==> config.mk <==
export PLATFORM = sky130hd
export DESIGN_NAME = multicycle_cpu_flat
export DESIGN_NICKNAME = d
export VERILOG_FILES = /design/src/rtl/multicycle_cpu_if.sv /design/src/rtl/multicycle_cpu.sv /design/src/flat_wrapper.sv
export SDC_FILE = /design/constraint.sdc
export NUM_CORES = 1
export LEC_CHECK = 0
export CELL_PAD_IN_SITES_DETAIL_PLACEMENT = 0
export CELL_PAD_IN_SITES_GLOBAL_PLACEMENT = 1
export CORE_MARGIN = 2
export CORE_UTILIZATION = 35
export CTS_BUF_LIST = sky130_fd_sc_hd__clkbuf_16
export CTS_CLUSTER_DIAMETER = 150
export DETAILED_ROUTE_END_ITERATION = 8
export PLACE_DENSITY_LB_ADDON = 0.05
export SLEW_MARGIN = 5
export SYNTH_ARGS = -nofsm -noshare
export SYNTH_HDL_FRONTEND = slang
export SYNTH_SLANG_ARGS = --single-unit
==> constraint.sdc <==
create_clock -name clk -period 2.3 [get_ports clk]
set_clock_uncertainty 0.05 [all_clocks]
set_input_delay 0.345 -clock clk [delete_from_list [all_inputs] [get_ports clk]]
set_output_delay 0.345 -clock clk [all_outputs]
set_load 0.05 [all_outputs]
==> src/rtl/multicycle_cpu_if.sv <==
// multicycle_cpu_if: program and data memory request/acknowledge bundle
interface multicycle_cpu_if #(
   parameter int WIDTH = 8,
   parameter int AW    = 8
);
   logic             prog_req;
   logic [AW-1:0]    prog_addr;
   logic [WIDTH-1:0] prog_data;
   logic             prog_ack;
   logic             mem_req;
   logic             mem_we;
   logic [AW-1:0]    mem_addr;
   logic [WIDTH-1:0] mem_wdata;
   logic [WIDTH-1:0] mem_rdata;
   logic             mem_ack;
   modport master (
      output prog_req, prog_addr, mem_req, mem_we, mem_addr, mem_wdata,
      input  prog_data, prog_ack, mem_rdata, mem_ack
   );
   modport slave (
      input  prog_req, prog_addr, mem_req, mem_we, mem_addr, mem_wdata,
      output prog_data, prog_ack, mem_rdata, mem_ack
   );
endinterface

==> src/rtl/multicycle_cpu.sv <==
// multicycle_cpu: accumulator CPU core with handshaked program and data memories
module multicycle_cpu #(
   parameter int WIDTH = 8,
   parameter int AW    = 8
) (
   input  logic             clk,
   input  logic             reset,
   multicycle_cpu_if.master bus,
   output logic [WIDTH-1:0] qreg,
   output logic             halted
);
   typedef enum logic [2:0] {FETCH, EXEC, OPER, MEM, HALT} state_t;
   state_t           state;
   logic [AW-1:0]    pc;
   logic [7:0]       ir;
   logic             carry, prog_req, mem_req, mem_we;
   logic [WIDTH-1:0] rf [4];
   logic [1:0]       cls, r, src;
   logic [WIDTH:0]   sum, diff;
   logic [WIDTH-1:0] alu;
   logic             alu_c, taken, unused;
   assign cls           = ir[7:6];
   assign r             = ir[5:4];
   assign src           = ir[1:0];
   assign unused        = ir[3];
   assign sum           = {1'b0, rf[0]} + {1'b0, rf[1]};
   assign diff          = {1'b0, rf[0]} - {1'b0, rf[1]};
   assign alu           = ir[2] ? diff[WIDTH-1:0] : sum[WIDTH-1:0];
   assign alu_c         = ir[2] ? ~diff[WIDTH] : sum[WIDTH];
   assign bus.prog_req  = prog_req;
   assign bus.prog_addr = pc;
   assign bus.mem_req   = mem_req;
   assign bus.mem_we    = mem_we;
   assign bus.mem_addr  = rf[2][AW-1:0];
   assign bus.mem_wdata = rf[r];
   assign qreg          = rf[3];
   // jump condition on the live A and carry, used while the target word is read
   always_comb
      taken = src == 2'd0 ? 1'b1 :
              src == 2'd1 ? (rf[0] == '0) :
              src == 2'd2 ? carry : (rf[0] != '0);
   // control FSM; requests are registered so they only change with the state
   always_ff @(posedge clk or negedge reset)
      if (!reset) begin
         state    <= FETCH;
         pc       <= '0;
         ir       <= '0;
         carry    <= 1'b0;
         prog_req <= 1'b0;
         mem_req  <= 1'b0;
         mem_we   <= 1'b0;
         halted   <= 1'b0;
         for (int i = 0; i < 4; i++) rf[i] <= '0;
      end else begin
         case (state)
            FETCH:
               if (!prog_req) prog_req <= 1'b1;
               else if (bus.prog_ack) begin
                  ir       <= bus.prog_data[7:0];
                  pc       <= pc + AW'(1);
                  prog_req <= 1'b0;
                  state    <= EXEC;
               end
            EXEC:
               if (cls == 2'b11) begin
                  halted   <= ir[0];
                  prog_req <= !ir[0];
                  state    <= ir[0] ? HALT : FETCH;
               end else if (cls == 2'b01 || (cls == 2'b00 && src == 2'd1)) begin
                  mem_req <= 1'b1;
                  mem_we  <= cls[0];
                  state   <= MEM;
               end else if (cls == 2'b10 || src == 2'd0) begin
                  prog_req <= 1'b1;
                  state    <= OPER;
               end else begin
                  rf[r]    <= src == 2'd2 ? alu : rf[0];
                  carry    <= src == 2'd2 ? alu_c : carry;
                  prog_req <= 1'b1;
                  state    <= FETCH;
               end
            OPER:
               if (bus.prog_ack) begin
                  if (cls[1]) pc <= taken ? bus.prog_data[AW-1:0] : pc + AW'(1);
                  else begin
                     rf[r] <= bus.prog_data;
                     pc    <= pc + AW'(1);
                  end
                  state <= FETCH;
               end
            MEM:
               if (bus.mem_ack) begin
                  if (!mem_we) rf[r] <= bus.mem_rdata;
                  mem_req  <= 1'b0;
                  mem_we   <= 1'b0;
                  prog_req <= 1'b1;
                  state    <= FETCH;
               end
            HALT: ;
            default: state <= HALT;
         endcase
      end
endmodule
==> src/flat_wrapper.sv <==
// flat-port wrapper written by rule: the top's interface ports become plain ports
module multicycle_cpu_flat 
#(
   parameter int WIDTH = 8,
   parameter int AW    = 8
)
  (clk, reset, qreg, halted, bus_prog_req, bus_prog_addr, bus_mem_req, bus_mem_we, bus_mem_addr, bus_mem_wdata, bus_prog_data, bus_prog_ack, bus_mem_rdata, bus_mem_ack);
  multicycle_cpu_if #(.WIDTH(WIDTH), .AW(AW)) bus_i ();
  input  logic clk;
  input  logic reset;
  output logic [WIDTH-1:0] qreg;
  output logic halted;
  output wire logic [$bits(bus_i.prog_req)-1:0] bus_prog_req;
  output wire logic [$bits(bus_i.prog_addr)-1:0] bus_prog_addr;
  output wire logic [$bits(bus_i.mem_req)-1:0] bus_mem_req;
  output wire logic [$bits(bus_i.mem_we)-1:0] bus_mem_we;
  output wire logic [$bits(bus_i.mem_addr)-1:0] bus_mem_addr;
  output wire logic [$bits(bus_i.mem_wdata)-1:0] bus_mem_wdata;
  input wire logic [$bits(bus_i.prog_data)-1:0] bus_prog_data;
  input wire logic [$bits(bus_i.prog_ack)-1:0] bus_prog_ack;
  input wire logic [$bits(bus_i.mem_rdata)-1:0] bus_mem_rdata;
  input wire logic [$bits(bus_i.mem_ack)-1:0] bus_mem_ack;
  assign bus_prog_req = bus_i.prog_req;
  assign bus_prog_addr = bus_i.prog_addr;
  assign bus_mem_req = bus_i.mem_req;
  assign bus_mem_we = bus_i.mem_we;
  assign bus_mem_addr = bus_i.mem_addr;
  assign bus_mem_wdata = bus_i.mem_wdata;
  assign bus_i.prog_data = bus_prog_data;
  assign bus_i.prog_ack = bus_prog_ack;
  assign bus_i.mem_rdata = bus_mem_rdata;
  assign bus_i.mem_ack = bus_mem_ack;
  multicycle_cpu #(.WIDTH(WIDTH), .AW(AW)) u_core (.clk(clk), .reset(reset), .bus(bus_i), .qreg(qreg), .halted(halted));
endmodule
==> flow_metrics.tcl <==
set metrics [dict create \
    cts_buffers 5 \
    wl_um 11290 \
    antenna_found_initial 0 \
    via_per_inst 5.223 \
    drt_iter0_markers 135 \
    die_w_um 108.8 \
    htreeDepth 2 \
    max_freq_ghz 0.4176 \
    root_buffer "clkbuf_16" \
    r2r_setup_slack_ns -0.09 \
    overflow 0 \
    setup_viol 5 \
    grt_pass1_wl_um 17990 \
    ys_types 59 \
    period_minus_slack_ns 2.395 \
    cpPeakStageDelay_ns 0.42 \
    synth_compound_area_share_pct 16.23 \
    grt_pass1_vias 3230 \
    num_vias 3301 \
    drt_pre_antenna_iters 4 \
    io_pins 56 \
    coreArea_mm2 0.01079 \
    ys_seq_area_share_pct 35.77 \
    drive_gt1_share_pct 25.00 \
    crit_path_start_kind "register" \
    slew_viol_final 0 \
    synth_edf_count 0 \
    synth_xor_area_share_pct 0.6829 \
    grt_use_total_pct 20.14 \
    synth_top_family_by_area "simple AND/OR/NAND/NOR gates" \
    synthAdderAreaFrac_pct 6.894 \
    cp_max_fo 4 \
    max-cap-violations 0 \
    postPlaceCellArea_mm2 0.004646 \
    cts_buffer_depth 2 \
    slew_headroom_pct 63.29 \
    finalHoldViolations 0 \
    path_cells "ha_2 -> inv_2 -> fa_2 -> o21bai_4 -> nand4_1 -> a31oi_1 -> a31oi_1 -> xnor2_1 -> or3_4 -> a22oi_2" \
    cp_common_cell "a31oi_1" \
    cts_tree "done" \
    tns_ns -0.2712 \
    netlist_instances 422 \
    cp_top_family "adder cells" \
    antenna_left 0 \
    rsz0062_at_grt "true" \
    cp_data_required_time_ns 2.47 \
    routedWlPerCell_um 17.87 \
    clkSinkCount 55 \
    tightest_slew_ns 0.5368 \
    dp_cells 621 \
    post-dp-hpwl_um 8693 \
    yosysWarnings 0 \
    critPathSlowestCell "fa_2" \
    setup_slack_ns -0.09467 \
    die_h_um 108.8 \
    min_path_type "reg2reg" \
    cp.depth 10 \
    ys_ff_latch 55 \
    syn_area_mm2 0.003847 \
    area_delta_synth_final_pct 28.20 \
    place.gp.congestion 0.8803 \
    final_nets 531 \
    ys.flop_type "dfrtp_1" \
    die-area_mm2 0.01185 \
    clkLatencyLatePin_ns 0.30 \
    clkTransAtPathRegs_ns 0.07 \
    insertedDiodeCount 0 \
    syn-num-nets 462 \
    final-instance-count-excl-fill 632 \
    postSynthAreaPerCell_um2 9.117 \
    critPathBufInv 1 \
    worstPathArrival_ns 2.57 \
    criticalPathCategory "reg2reg" \
    grt_max_degree 56 \
    fin_crit_sh_pct 104.1 \
    status "finished, violations left" \
    final_area_mm2 0.004932 \
    fillers 1055 \
    synth_simple_gate_area_share_pct 20.29 \
    r2r_cells 10 \
    violations "negative setup slack" \
    initial_utilization_pct 35.65 \
    synthArstFlopShare_pct 100.0 \
    io_buffers 55 \
    final_util_pct 45.70 \
    synthMuxAreaShare_pct 11.80 \
    drc 0 \
    rows 38 \
    end_kind "register" \
]
[how the worst min path moves through the flow]
stage / from / endpoint / slack (ns) / cells after the start
after global placement: reset / u_core.bus.prog_req / 0.32 / 2
final: u_core.carry / u_core.carry / 0.45 / 2
after global routing: u_core.state[2] / u_core.state[1] / 0.48 / 1
after floorplan: reset / asynchronous set/reset pin / -0.0006 / 0
after detailed placement: reset / u_core.bus.prog_req / 0.32 / 2
after CTS: u_core.carry / u_core.carry / 0.45 / 2
[tightest hold or removal path, delay by kind of cell (launching register included)]
| family | cells | cell delay (ns) |
|---|---|---|
| flip-flops | 1 | 0.35 |
| AND/OR/NAND/NOR | 1 | 0.07 |
| AO/OA/AOI/OAI | 1 | 0.05 |
[cell families after synthesis]
kind of cell,after synthesis
XOR/XNOR,3
adder cells (fa/ha/maj),20
AND/OR/NAND/NOR,150
multiplexers,32
buffers and inverters,59
AO/OA/AOI/OAI,103
flip-flops,55
[layout make-up]
class | instances | area, µm² | share of cell area, %
clock buffer | 5 | 125.1 | 2.537
clock inverter | 3 | 38.79 | 0.7864
inverter | 22 | 82.58 | 1.674
multi-input combinational | 308 | 2250 | 45.61
sequential | 55 | 1378 | 27.93
tap | 140 | 175.2 | 3.551
timing repair buffer | 99 | 883.3 | 17.91
[cells in the mapped netlist (4+ instances only)]
cell,number,area share [%]
ha_1,18,5.9
nor2_1,29,2.8
nand3_1,17,2.2
inv_1,22,2.1
and3_1,5,0.81
nand3b_1,4,0.78
o21ai_0,23,3.0
a21oi_1,37,4.8
a211oi_1,8,1.6
buf_4,18,3.5
mux4_2,8,4.7
nor2b_1,5,0.81
a31oi_1,11,1.8
o21ai_1,4,0.52
mux2_4,4,1.6
mux2i_1,9,2.3
buf_2,7,0.91
dfrtp_1,55,36
nand2_1,55,5.4
mux2_2,11,3.2
nand2b_1,9,1.5
clkbuf_1,7,0.68
[placed cells by master, fill, tap and decap left out, drive strengths merged, types with 2 or more instances in the layout]
cell,count
ha,18
nand3,19
nand2,56
clkdlybuf4s50,46
nor4,2
fa,2
buf,52
nand4,2
nor3b,2
and3,7
nand2b,10
nand3b,4
clkbuf,5
nor2,30
nor2b,5
a22oi,2
mux2i,9
or3,5
a211oi,8
mux2,15
o31ai,3
o21ai,27
o22a,2
mux4,8
a31oi,11
dfrtp,55
inv,22
a21oi,38
clkinv,2
nor3,5
xnor2,3
o21a,2
[through the flow]
step / setup WS [ns] / hold slack [ns]
floorplan: 0.01200 / -0.0005911
global placement: -0.09535 / 0.3185
detailed placement: -0.1572 / 0.3244
CTS: -0.09841 / 0.4528
global route: -0.2492 / 0.4817
finish: -0.09467 / 0.4507
[timing repair]
action | CTS | global route
setup endpoints to repair | 19 | 21
hold buffers | 1 | 0
setup buffers | 2 | 0
pin swaps | 7 | 9
resized for setup | 7 | 22
hold endpoints to repair | 2 | 0
[per-layer routing]
layer	wire length, µm	up-vias	global-route usage [%]
met5	0	-	0
met4	68	0	4.121
met3	482	4	3.467
met2	5149	63	30.58
met1	5591	1621	30.05
li1	-	1613	-
Power is left out: the tool's default activity adds up to more than one toggle a clock period on the data nets, which glitch-free logic cannot reach.
